**config.mk**
```make
export PLATFORM = sky130hd
export DESIGN_NAME = hazard_ctrl
export DESIGN_NICKNAME = d
export VERILOG_FILES = /design/src/rtl/hazard_ctrl.sv
export SDC_FILE = /design/constraint.sdc
export NUM_CORES = 1
export LEC_CHECK = 0
export ABC_AREA = 1
export CAP_MARGIN = 20
export CORE_ASPECT_RATIO = 1.4
export CORE_MARGIN = 2
export CORE_UTILIZATION = 25
export CTS_CLUSTER_DIAMETER = 100
export DETAILED_ROUTE_END_ITERATION = 10
export PLACE_DENSITY_LB_ADDON = 0.05
export SLEW_MARGIN = 20
export SYNTH_ARGS = -nofsm -noshare
export SYNTH_HDL_FRONTEND = slang
export SYNTH_SLANG_ARGS = --single-unit
```
**constraint.sdc**
```tcl
create_clock -name CLK -period 0.8 [get_ports CLK]
set_input_delay 0.08 -clock CLK [delete_from_list [all_inputs] [get_ports CLK]]
set_output_delay 0.08 -clock CLK [all_outputs]
set_load 0.05 [all_outputs]
```
**src/rtl/hazard_ctrl.sv**
```systemverilog
// Pipeline sequencer: stall/flush/freeze/drain control for the 5-stage core's pipeline registers and PC.
// Optional perf counters are built only when HAZARD_PERF_EN is defined; otherwise the counter ports read zero.
module hazard_ctrl #(
  parameter int REGW = 5,
  parameter int CNTW = 16
) (
  input  logic            CLK,
  input  logic            RST,
  input  logic            ihit,
  input  logic            dhit,
  input  logic [REGW-1:0] idrs,
  input  logic [REGW-1:0] idrt,
  input  logic [REGW-1:0] exwsel,
  input  logic            exMemToReg,
  input  logic            exBrTaken,
  input  logic            memcuDRE,
  input  logic            memcuDWE,
  input  logic            memcuHALT,
  output logic            pcW,
  output logic            ifW,
  output logic            idW,
  output logic            exW,
  output logic            memW,
  output logic            ifRST,
  output logic            idRST,
  output logic            exRST,
  output logic            memRST,
  output logic            halted,
  output logic [CNTW-1:0] stall_cnt,
  output logic [CNTW-1:0] flush_cnt,
  output logic [CNTW-1:0] dwait_cnt
);

  typedef enum logic [1:0] {RUN, DWAIT, DRAIN, HALTED} stateT;

  stateT state;
  stateT nextState;
  logic  dmemPend;
  logic  loadUse;

  assign dmemPend = (memcuDRE | memcuDWE) & ~dhit;
  // r0 is hardwired zero, so a load targeting it can never feed a dependent instruction
  assign loadUse  = exMemToReg & (exwsel != '0) & ((exwsel == idrs) | (exwsel == idrt));

  always_ff @(posedge CLK) begin
    if (RST) state <= RUN;
    else     state <= nextState;
  end

  always_comb begin
    nextState = state;
    pcW    = 1'b0;
    ifW    = 1'b0;
    idW    = 1'b0;
    exW    = 1'b0;
    memW   = 1'b0;
    ifRST  = 1'b0;
    idRST  = 1'b0;
    exRST  = 1'b0;
    memRST = 1'b0;
    halted = 1'b0;
    case (state)
      RUN, DWAIT: begin
        nextState = RUN;
        if (dmemPend) begin
          nextState = DWAIT;
        end else if (memcuHALT) begin
          nextState = DRAIN;
          memW  = 1'b1;
          exW   = 1'b1;
          exRST = 1'b1;
        end else if (exBrTaken) begin
          // a taken branch squashes the two younger slots, overriding load-use and icache misses
          pcW   = 1'b1;
          ifW   = 1'b1;
          idW   = 1'b1;
          ifRST = 1'b1;
          idRST = 1'b1;
          exW   = 1'b1;
          memW  = 1'b1;
        end else if (loadUse) begin
          idW   = 1'b1;
          idRST = 1'b1;
          exW   = 1'b1;
          memW  = 1'b1;
        end else if (!ihit) begin
          ifW   = 1'b1;
          ifRST = 1'b1;
          idW   = 1'b1;
          exW   = 1'b1;
          memW  = 1'b1;
        end else begin
          pcW  = 1'b1;
          ifW  = 1'b1;
          idW  = 1'b1;
          exW  = 1'b1;
          memW = 1'b1;
        end
      end
      DRAIN: begin
        memW      = 1'b1;
        nextState = HALTED;
      end
      HALTED: begin
        halted    = 1'b1;
        nextState = HALTED;
      end
      default: nextState = RUN;
    endcase
    // reset clears every pipeline register in the same cycle, whatever the state
    if (RST) begin
      nextState = RUN;
      pcW    = 1'b0;
      ifW    = 1'b1;
      idW    = 1'b1;
      exW    = 1'b1;
      memW   = 1'b1;
      ifRST  = 1'b1;
      idRST  = 1'b1;
      exRST  = 1'b1;
      memRST = 1'b1;
      halted = 1'b0;
    end
  end

`ifdef HAZARD_PERF_EN
  logic            running;
  logic            evDwait;
  logic            evFlush;
  logic            evStall;
  logic [CNTW-1:0] stallCnt;
  logic [CNTW-1:0] flushCnt;
  logic [CNTW-1:0] dwaitCnt;

  assign running = ((state == RUN) | (state == DWAIT)) & ~RST;
  assign evDwait = running & dmemPend;
  assign evFlush = running & ~dmemPend & ~memcuHALT & exBrTaken;
  assign evStall = running & ~dmemPend & ~memcuHALT & ~exBrTaken & loadUse;

  // saturating event counters; no events occur outside RUN/DWAIT so they freeze once halted
  always_ff @(posedge CLK) begin
    if (RST) begin
      stallCnt <= '0;
      flushCnt <= '0;
      dwaitCnt <= '0;
    end else begin
      if (evStall && (stallCnt != '1)) stallCnt <= stallCnt + 1'b1;
      if (evFlush && (flushCnt != '1)) flushCnt <= flushCnt + 1'b1;
      if (evDwait && (dwaitCnt != '1)) dwaitCnt <= dwaitCnt + 1'b1;
    end
  end

  assign stall_cnt = stallCnt;
  assign flush_cnt = flushCnt;
  assign dwait_cnt = dwaitCnt;
`else
  assign stall_cnt = '0;
  assign flush_cnt = '0;
  assign dwait_cnt = '0;
`endif

endmodule

```
* After elaboration in Yosys (flattened, before gate mapping)
Cells that the tools add are included.
Widths: inputs -> output; s select.
** Operators by class
- $add $sub $neg :: 0
- Multipliers :: 0
- Div/mod/pow operators :: 0
- $lt $le $gt $ge :: 0
- Equality and inequality tests :: 5
- Shift-type cells :: 0
- Mux-type cells :: 45
- Bitwise gates (word level) :: 6
- Reductions and logical operators :: 4
** Operators by type and width (number)
- $mux 1 :: 41
- $eq 5x5->1 :: 2
- $reduce_bool 5->1 :: 1
- $eq 2x2->1 const B :: 2
- $mux 2 :: 2
- $pmux 2 s2 :: 1
- $reduce_or 2->1 :: 2
- $and 1x1->1 :: 3
- $eq 2x1->1 const B :: 1
- $logic_not 2->1 :: 1
- $or 1x1->1 :: 2
- $pmux 1 s2 :: 1
- $not 1->1 :: 1
** Storage, ports and cells
- Register bits :: 2
- Bits in latches :: 0
- Memory bits (writable) :: 0
- Bits in read-only memories :: 0
- Input port bits :: 24
- Output and inout bits :: 58
- Logic and storage cells :: 61
- Memories kept :: 0

* Logic depth before layout (Yosys ltp)
- Depth in word-level cells :: 9
- Mapped depth :: 9

* Worst setup path after synthesis
No wires, ideal clock.
- Path kind :: register to output
- From :: register state[1]
- To :: output ifRST
- Arrival time :: 1759 ps
- Required time :: 720 ps
- Path slack :: -1039 ps
- Stages on the path, launching flop included :: 6
- Buffers on the path :: 0
- Cell sequence :: dfxtp_1 > inv_1 > nand2_1 > o21ai_2 > nand2_1 > nor2_1
** Between the ends
- Word-level cells in the longest chain between the ends :: 4
- Elaborated cells between the ends (all ways) :: 5
- Those cells by class :: eq/ne: 1; mux: 2; reduce/logical: 2
** Ends and longest elaborated chain
- start, declared :: line 36 : stateT state;
- start signal, assigned :: line 47 : else state <= nextState;
- $eq 2x1->1 / $logic_not 2->1 (equally long branches) :: line 62 : case (state)
- $reduce_or 2->1 (*) :: line 62
- $mux 1 (*) :: line 62
- $mux 1 (*) :: line 111 : if (RST) begin
- end, declared :: line 24 : output logic ifRST,
Every way passes the cells marked *; elsewhere a longest branch is shown, timed or not.

* Worst setup path after layout
- From :: register state[1]
- To :: output idRST
** Between the ends
- Word-level cells in the longest chain between the ends :: 4
- Elaborated cells between the ends (all ways) :: 5
- Those cells by class :: eq/ne: 1; mux: 2; reduce/logical: 2
** Ends and longest elaborated chain
- $eq 2x1->1 / $logic_not 2->1 (equally long branches) :: line 62
- $reduce_or 2->1 (*) :: line 62
- $mux 1 (*) :: line 62
- $mux 1 (*) :: line 111
- end, declared :: line 25 : output logic idRST,
Marks and branches as above.

==> impl_results.md <==
- Layout fillers: between 300 and 400
- CP Cell Sequence: inv_2 -> nand2_4 -> o21ai_4 -> a21boi_4 -> buf_12
- Final HPWL DP: between 1.5 and 2 mm
- Tot Pwr: 1.673 mW
- Synth-to-Final Area Change: 62.27%
- Die H: slightly below 70 um
- Worst path required time: roughly 700 ps
- Seq/Total Area, Yosys: 0.05342
- HP Class: primary input to register
- Startpoint types: register
- Final-stage net count: 197
- WP data arrival: 1200 ps
- Leak: 0.7197 nW
- Vias in the first global route: between 600 and 700
- Drt total wl: 1.854 mm
- Vias: 717
- Cells after synthesis: roughly 130
- Regs by FF count: state: 2 flops
- Largest net degree at the start of global routing: 5
- Area leader, netlist: buf_4
- Synth Area per Inst: 5.948 sq um
- DRT Pass-1 Iters: 2
- Failing checks: negative setup slack
- Core Rows: 23
- Final hold vios: 0
- Power Density: about 1400 nW/um^2
- Fin Hold WS: 241.6 ps
- # IOs: 82
- RSZ-0062 raised after global routing: yes
- Setup ws final: -478.8 ps
- Max Transition Viols Final: 0
- Netlist cell types: 19
- Root buf cell: clkbuf_8
- Total track usage: 0.09174
- Die width: around 50 um
- Crit-path max FO: 3
- Routed vias/inst: about 3.4
- Synth top area share: 0.4908
- Area contributors post-synth: buf_4 49%, nand2_1 14%, inv_1 8.0%
- Max stage delay on crit path: 310 ps
- Number of diodes: 0
- Setup Crit Path Kind: register to output pin
- H-tree levels: 1
- FMAX: between 0.7 and 0.8 GHz
- Initial Util: 0.2631
- Max clock buf depth: 2
- Yosys warnings: 0
- Clock Skews: 3.085 ps
- Placeable core area: between 2000 and 3000 sq um
- # Max-Cap Violations: 0
- Initial antenna violation count: 0
- Final min period: roughly 1300 ps
- VDD IR-drop max: ~1.1 mV
- CP max-delay cell: dfxtp_2
- Largest Register: state
- Fin crit share: 1.599
- Worst setup EP type: output pin
- Largest register FFs: 2
- Commonest cells after routing, fill and taps aside: 48 x conb_1, 23 x nand2_1, 11 x buf_4
- Residual DRC: 0
- Die ar.: 3458 sq um
- DRT iter0 DRCs: 3
- Clock Sinks: 2
- Fraction of layout cells with a size suffix above 1: 0.3918
- Status: finished, violations left
- CTS clock-pin slew for the worst setup and hold paths: ~30 ps
- FF+latch area: about 43 sq um
- CTS tree: built
- Clock latency on the worst-skew pair: between 200 and 250 ps
- Post-route ant nets: 0
- Multi-input logic area: ~560 sq um
- #FFs+latches synth: 2
- Port Buffers: 33
- Synthesized area: 749.5 sq um
- Final Setup Violations: 9
- Pre-CTS WS: -808.9 ps
- RD Place Congestion: around 0.73
- Grt total ovfl: 0
- CTS Buf Count: 3
- Most common cell after layout, fill and taps aside: conb_1
- Routed len/inst: between 8 and 9 um
- Global-route wire length before repair: between 2 and 2.5 mm
power breakdown:
group          total, mW  internal, mW  leakage, nW  switching [mW]
sequential         0.119         0.110       0.0172         0.00848
combinational       1.16         0.319        0.681           0.837
clock              0.399         0.318       0.0216          0.0805
path summary, 6_finish.rpt:
check	from	to	slack [ps]	cells past startpoint
max	state[1]	idRST	-480	5
min	memcuHALT	state[1]	240	3
max reg2reg	state[1]	state[0]	0	5
min reg2reg	state[1]	state[1]	620	3
cells in the mapped netlist:
cell type / count
nor2_1: 9
nand3_1: 3
xnor2_1: 2
nand4_1: 2
o21ai_0: 2
nand2_1: 27
dfxtp_1: 2
o21ai_2: 1
conb_1: 1
nor3b_1: 1
inv_1: 16
buf_4: 49
o21bai_2: 1
a21oi_1: 1
inv_2: 3
a21boi_2: 1
a21oi_2: 1
nand2_2: 3
o21ai_1: 1
cells by family after synthesis:
| group | count (synthesis) | synth area share |
|---|---|---|
| buffers and inverters | 68 | 0.5860 |
| AND/OR/NAND/NOR | 45 | 0.2521 |
| AO/OA/AOI/OAI | 8 | 0.08012 |
| XOR/XNOR | 2 | 0.02338 |
| flip-flops | 2 | 0.05342 |
| other | 1 | 0.005004 |
per-stage QoR:
step	area, sq um	setup TNS [ps]	utilization	instances
2_1_floorplan	975.9	-3268	-	173
3_3_place_gp	1140	-6319	0.4001	203
3_5_place_dp	1140	-6382	0.4001	203
4_1_cts	1224	-3609	0.4295	207
5_1_grt	1216	-3954	0.4269	208
6_report	1216	-3547	0.4269	208
repair_timing:
item                       4_1_cts  5_1_grt
hold buffers                     0        0
pin swaps                       27       15
buffers inserted                 1        2
setup endpoints to repair       12       11
resized for setup               56       24
layout make-up:
type / instances / share of cell area
multi-input cells: 103 / 0.4609
repair buffers: 44 / 0.3704
inverters: 19 / 0.06173
well taps: 37 / 0.03807
flip-flops and latches: 2 / 0.03498
clock buffers: 3 / 0.03395
metal layers:
metal  vias to the layer above  wire (um)  global-route usage
li1                        369          -                   -
met4                         0         14             0.03125
met2                        36       1163              0.2007
met5                         -          0                   0
met3                         2        144             0.01293
met1                       310        532             0.08301
worst max-delay path, delay by kind of cell, from the launching register on:
kind / cells / cell delay (ps)
and+or+nand+nor: 1 / 50
AOI/OAI and AO/OA: 2 / 410
buffers and inverters: 2 / 220
DFF: 1 / 310
Power figures use the tool's default switching activity.
